<file path="config.mk">
export PLATFORM = sky130hd
export DESIGN_NAME = interrupt_controller
export DESIGN_NICKNAME = d
export VERILOG_FILES = /design/src/rtl/avr_irq_pkg.sv /design/src/rtl/irq_priority_encoder.sv /design/src/rtl/interrupt_controller.sv
export SDC_FILE = /design/constraint.sdc
export NUM_CORES = 1
export LEC_CHECK = 0
export CAP_MARGIN = 25
export CORE_ASPECT_RATIO = 0.7
export CORE_MARGIN = 2
export CORE_UTILIZATION = 38
export CTS_BUF_LIST = sky130_fd_sc_hd__clkbuf_2
export DETAILED_ROUTE_END_ITERATION = 8
export GPL_ROUTABILITY_DRIVEN = 0
export HOLD_SLACK_MARGIN = 0.08
export PLACE_DENSITY = 0.88
export REMOVE_ABC_BUFFERS = 1
export SETUP_SLACK_MARGIN = 0.15
export SYNTH_ARGS = -nofsm -noshare
export SYNTH_HDL_FRONTEND = slang
export SYNTH_SLANG_ARGS = --single-unit
</file>
<file path="constraint.sdc">
create_clock -name clk -period 1.4 [get_ports clk]
set_input_delay 0.21 -clock clk [delete_from_list [all_inputs] [get_ports clk]]
set_output_delay 0.21 -clock clk [all_outputs]
set_load 0.01 [all_outputs]
</file>
<file path="src/rtl/avr_irq_pkg.sv">
// Shared definitions for the timer interrupt controller: FSM state encoding,
// interrupt-stage codes, TIFR bit positions, and vector address defaults.
package avr_irq_pkg;

    typedef enum logic [2:0] {
        ST_IDLE    = 3'd0,
        ST_REQ     = 3'd1,
        ST_PUSHL   = 3'd2,
        ST_PUSHH   = 3'd3,
        ST_VEC     = 3'd4,
        ST_HOLDOFF = 3'd5
    } irq_state_t;

    typedef logic [1:0] stage_t;

    localparam stage_t STAGE_NONE  = 2'd0;
    localparam stage_t STAGE_PUSHL = 2'd1;
    localparam stage_t STAGE_PUSHH = 2'd2;
    localparam stage_t STAGE_VEC   = 2'd3;

    localparam int TIFR_OCF2  = 7;
    localparam int TIFR_TOV2  = 6;
    localparam int TIFR_ICF1  = 5;
    localparam int TIFR_OCF1A = 4;
    localparam int TIFR_OCF1B = 3;
    localparam int TIFR_TOV1  = 2;
    localparam int TIFR_OCF0  = 1;
    localparam int TIFR_TOV0  = 0;

    localparam logic [13:0] VECTOR_BASE_DEF   = 14'h008;
    localparam int          VECTOR_STRIDE_DEF = 2;

    // The top flag bit owns the lowest vector; lower bits step upward.
    function automatic logic [13:0] vector_addr(
        input logic [13:0] base,
        input int          stride,
        input int          top,
        input int          idx
    );
        return base + 14'(stride * (top - idx));
    endfunction

endpackage

</file>
<file path="src/rtl/irq_priority_encoder.sv">
// Combinational highest-set-bit encoder for the pending interrupt vector.
// Ports: req (N flags in), valid (any bit set), idx (index of highest set bit).
module irq_priority_encoder #(
    parameter int N     = 8,
    parameter int IDX_W = $clog2(N)
) (
    input  logic [N-1:0]     req,
    output logic             valid,
    output logic [IDX_W-1:0] idx
);

    always_comb begin
        valid = |req;
        idx   = '0;
        // Ascending scan: the last hit, i.e. the highest bit, wins.
        for (int i = 0; i < N; i++) begin
            if (req[i]) begin
                idx = IDX_W'(i);
            end
        end
    end

endmodule

</file>
<file path="src/rtl/interrupt_controller.sv">
// Timer interrupt arbiter and entry sequencer: request/grant handshake with the
// control unit, PCL/PCH push stages, vector load, flag and I-bit clear strobes.
// Ports: clk, reset (sync, active-high); tifr_in/timsk_in/sreg_i flag inputs;
// instr_done/irq_grant/reti_done from control unit; irq_req, int_stage,
// int_active, sp_dec, mm_we, pc_overwrite, vector, flag_clear, sreg_i_clear out.
module interrupt_controller
    import avr_irq_pkg::*;
#(
    parameter int          NUM_SRC       = 8,
    parameter logic [13:0] VECTOR_BASE   = VECTOR_BASE_DEF,
    parameter int          VECTOR_STRIDE = VECTOR_STRIDE_DEF
) (
    input  logic               clk,
    input  logic               reset,
    input  logic [NUM_SRC-1:0] tifr_in,
    input  logic [NUM_SRC-1:0] timsk_in,
    input  logic               sreg_i,
    input  logic               instr_done,
    input  logic               irq_grant,
    input  logic               reti_done,
    output logic               irq_req,
    output logic [1:0]         int_stage,
    output logic               int_active,
    output logic               sp_dec,
    output logic               mm_we,
    output logic               pc_overwrite,
    output logic [13:0]        vector,
    output logic [NUM_SRC-1:0] flag_clear,
    output logic               sreg_i_clear
);

    localparam int IDX_W = $clog2(NUM_SRC);

    irq_state_t         state;
    irq_state_t         state_next;
    logic [NUM_SRC-1:0] pend;
    logic               enc_valid;
    logic [IDX_W-1:0]   enc_idx;
    logic [IDX_W-1:0]   win_idx;
    logic [IDX_W-1:0]   act_idx;
    logic [13:0]        vector_q;
    logic               take;

    assign pend = tifr_in & timsk_in & {NUM_SRC{sreg_i}};

    irq_priority_encoder #(
        .N     (NUM_SRC),
        .IDX_W (IDX_W)
    ) u_enc (
        .req   (pend),
        .valid (enc_valid),
        .idx   (enc_idx)
    );

    // Grant is honoured only while requesting and the request still stands.
    assign take = (state == ST_REQ) && !reti_done
                  && enc_valid && irq_grant;

    always_ff @(posedge clk) begin
        if (reset) begin
            state <= ST_IDLE;
        end else begin
            state <= state_next;
        end
    end

    // Winner tracks pend while arbitrating; the serviced index is frozen at
    // grant so flags arriving during entry cannot redirect the vector.
    always_ff @(posedge clk) begin
        if (reset) begin
            win_idx  <= '0;
            act_idx  <= '0;
            vector_q <= '0;
        end else begin
            if (state == ST_IDLE || state == ST_REQ) begin
                win_idx <= enc_idx;
            end
            if (take) begin
                act_idx  <= win_idx;
                vector_q <= vector_addr(VECTOR_BASE, VECTOR_STRIDE,
                                        NUM_SRC - 1, int'(win_idx));
            end
        end
    end

    always_comb begin
        state_next = state;
        unique case (state)
            ST_IDLE: begin
                if (reti_done) begin
                    state_next = ST_HOLDOFF;
                end else if (enc_valid) begin
                    state_next = ST_REQ;
                end
            end
            ST_REQ: begin
                if (reti_done) begin
                    state_next = ST_HOLDOFF;
                end else if (!enc_valid) begin
                    state_next = ST_IDLE;
                end else if (irq_grant) begin
                    state_next = ST_PUSHL;
                end
            end
            ST_PUSHL: state_next = ST_PUSHH;
            ST_PUSHH: state_next = ST_VEC;
            ST_VEC:   state_next = ST_IDLE;
            ST_HOLDOFF: begin
                // A RETI coinciding with the boundary re-arms the holdoff.
                if (reti_done) begin
                    state_next = ST_HOLDOFF;
                end else if (instr_done) begin
                    state_next = ST_IDLE;
                end
            end
            default: state_next = ST_IDLE;
        endcase
    end

    always_comb begin
        irq_req      = 1'b0;
        int_stage    = STAGE_NONE;
        int_active   = 1'b0;
        sp_dec       = 1'b0;
        mm_we        = 1'b0;
        pc_overwrite = 1'b0;
        flag_clear   = '0;
        sreg_i_clear = 1'b0;
        unique case (state)
            ST_REQ: begin
                irq_req = 1'b1;
            end
            ST_PUSHL: begin
                int_stage  = STAGE_PUSHL;
                int_active = 1'b1;
                sp_dec     = 1'b1;
                mm_we      = 1'b1;
            end
            ST_PUSHH: begin
                int_stage  = STAGE_PUSHH;
                int_active = 1'b1;
                sp_dec     = 1'b1;
                mm_we      = 1'b1;
            end
            ST_VEC: begin
                int_stage    = STAGE_VEC;
                int_active   = 1'b1;
                pc_overwrite = 1'b1;
                flag_clear   = NUM_SRC'(1) << act_idx;
                sreg_i_clear = 1'b1;
            end
            default: begin
            end
        endcase
    end

    assign vector = vector_q;

endmodule

</file>
==> flow_summary.yaml <==
worst_setup_path:
  criticalPathCategory: "reg2reg"
  startpoint_type: "flop"
  critPathMaxFanout: 5
  end_kind: "flop"
  crit_arrival_ns: 1.78
  r2r-end: "act_idx[0]"
  ff2ff_path_depth: 7
  r2r_slack_ns: -0.19
  timing.rr.start: "state[2]"
  critPathRequiredTime_ns: 1.59
floorplan:
  initial_core_util_pct: 40.2
  row_count: 14
  die_area_um2: 2660
  core_um2: 2140
  pin_count: 52
  die_h_um: 43.8
  die_x_um: 60.8
grt:
  grt_pass1_vias: 1011
  grt_antenna_before_repair: 0
  grt_max_degree: 8
  grt.total_usage_pct: 20.9
  grt-ovfl-total: 0
  grt_pass1_wl_um: 4220
synthesis:
  synth_area_leaders: "dfxtp_1 28%, buf_4 11%, a21oi_1 7.0%"
  synth_top_area_share_pct: 28.0
  synth-seq-cells: 12
  ys_async_sr_fraction_pct: 0
  ys_warn_count: 0
  ys_seq_area_share_pct: 28.0
  avgSynthCellArea_um2: 7.53
  synth_ff_type: "dfxtp_1"
  ys_types: 36
  yosysMostFrequentCell: "buf_4"
  synthCells: 114
  synth_enable_flop_cells: 0
  synth_common_cells: "13 x buf_4, 12 x a21oi_1, 12 x dfxtp_1"
  synth_top_cell_by_area: "dfxtp_1"
  syn_area_um2: 858
clock_network:
  clk_latency_ns: 0.25
  root_buffer: "clkbuf_2"
  cts_tree: "yes"
  holdBufCountCts: 0
  clock_sinks: 12
  h-tree-depth: 1
  clk_path_buf_depth: 2
  clkTransAtPathRegs_ns: 0.12
  cts_made_buffers: 3
outcome:
  violations: "negative setup slack"
  status: "complete, but fails checks"
worst_hold_path:
  hold_path.class: "reg2reg"
  min_from: "win_idx[2]"
  whs_path_depth: 2
  holdPathEnd: "win_idx[2]"
timing:
  fin_crit_sh_pct: 114
  setup_viol: 19
  drv_slew: 0
  finalClockSkew_ns: 0.00795
  layout_setup_ws_ns: -0.192
  hold_viol: 0
  timing.hold.ws_ns: 0.491
  fin_crit_ns: 1.59
  fmax_mhz: 628
  setup_tns_ns: -2.05
  grt_setup_unrepaired: "true"
placement:
  dpl.hpwl_um: 2000
  placed_cells: 203
  port_buffers: 41
  preCtsSetupSlack_ns: -0.400
run:
  cap_violations: 0
finish:
  final_nets: 209
  stdcell_count: 218
  syn_to_final_growth_pct: 89.8
  drive_gt1_share_pct: 48.9
  n_fill_cell: 164
  diodes: 0
power_and_ir_drop:
  finalPower_uw: 1030
  ir_worst_vdd_v: 0.000498
  leakagePower_uw: 0.000712
  power_density_nw_per_um2: 630
detailed_routing:
  drt-total-wl_um: 2850
  drt_iter0_markers: 52
  wire_per_inst_um: 13.1
  dr.pass1.iters: 7
  vias: 1109
  drt_drc_violations_left: 0
  routed_via_density: 5.09
  antenna_left: 0
[per-layer routing]
metal / vias up / GRT usage, % / wire length, um
li1: 534 / - / -
met1: 508 / 23.8 / 1130
met2: 65 / 40.0 / 1460
met3: 2 / 5.07 / 245
met4: 0 / 2.61 / 5
met5: - / 0 / 0
[state kept, by name (all words and copies together) (netlist names)]
register,flops
act_idx,2
state,3
vector,4
win_idx,3
[stage by stage]
stage                     cell area (um2)  utilization (%)
final                                1630             76.2
after global routing                 1630             76.2
after CTS                            1520             71.1
after detailed placement             1400             65.6
after global placement               1400             65.6
after floorplan                       771                -
[what timing repair did]
| item | in CTS | in global routing |
|---|---|---|
| resized for setup | 94 | 32 |
| pin swaps | 9 | 12 |
| buffers inserted | 5 | 5 |
| endpoints found under the setup margin | 28 | 29 |
| gates cloned | 1 | 0 |
[final cells by class]
| type | count | area [um2] | area share, % |
|---|---|---|---|
| repair buffers | 76 | 659 | 40.5 |
| multi-input cells | 92 | 653 | 40.1 |
| flip-flops and latches | 12 | 248 | 15.2 |
| well taps | 32 | 40.0 | 2.46 |
| clock buffers | 3 | 15.0 | 0.922 |
| inverters | 2 | 10.0 | 0.614 |
| clock inverters | 1 | 3.75 | 0.230 |
[layout by cell type (no fill, tap or decap), drive strengths merged, types with 2 or more instances in the layout]
master and count:
a21oi 13, a22oi 4, a311oi 2, and4 2, buf 51, clkbuf 3, clkdlybuf4s50 21, conb 10
dfxtp 12, dlygate4sd2 3, inv 2, nand2 8, nand2b 4, nand3 6, nand4 4, nor2 11
nor2b 2, nor3 4, o21ai 8, or2 3, or3 3
[worst max path at each step]
stage / startpoint / endpoint / slack [ns] / cells past startpoint
final: state[2] / act_idx[0] / -0.19 / 7
after global routing: state[1] / flag_clear[0] / -0.24 / 4
after CTS: state[1] / flag_clear[0] / -0.18 / 4
after detailed placement: state[1] / flag_clear[0] / -0.40 / 4
after global placement: state[1] / flag_clear[0] / -0.31 / 4
after floorplan: state[1] / flag_clear[4] / -0.18 / 4
[power breakdown]
part,internal [uW],total [uW],switching [uW]
Sequential,361,379,18.3
Combinational,267,478,211
Clock,62.1,169,107
[worst max-delay path, stage by stage (launching register included)]
cell and delay [ns]:
dfxtp_4 0.37, buf_6 0.13, buf_6 0.11, nor3_4 0.26, and4_4 0.31, buf_6 0.13
nand3_2 0.08, a21oi_2 0.15
[cell families (layout without fill, tap and decap cells)]
family | after synthesis | after routing | synth area share [%]
simple gates | 48 | 48 | 30.6
compound gates | 33 | 33 | 24.8
buf+inv | 19 | 82 | 15.0
flops | 12 | 12 | 28.0
other cells | 1 | 10 | 0.437
mux | 1 | 1 | 1.17
(Power assumes the default switching activity.)
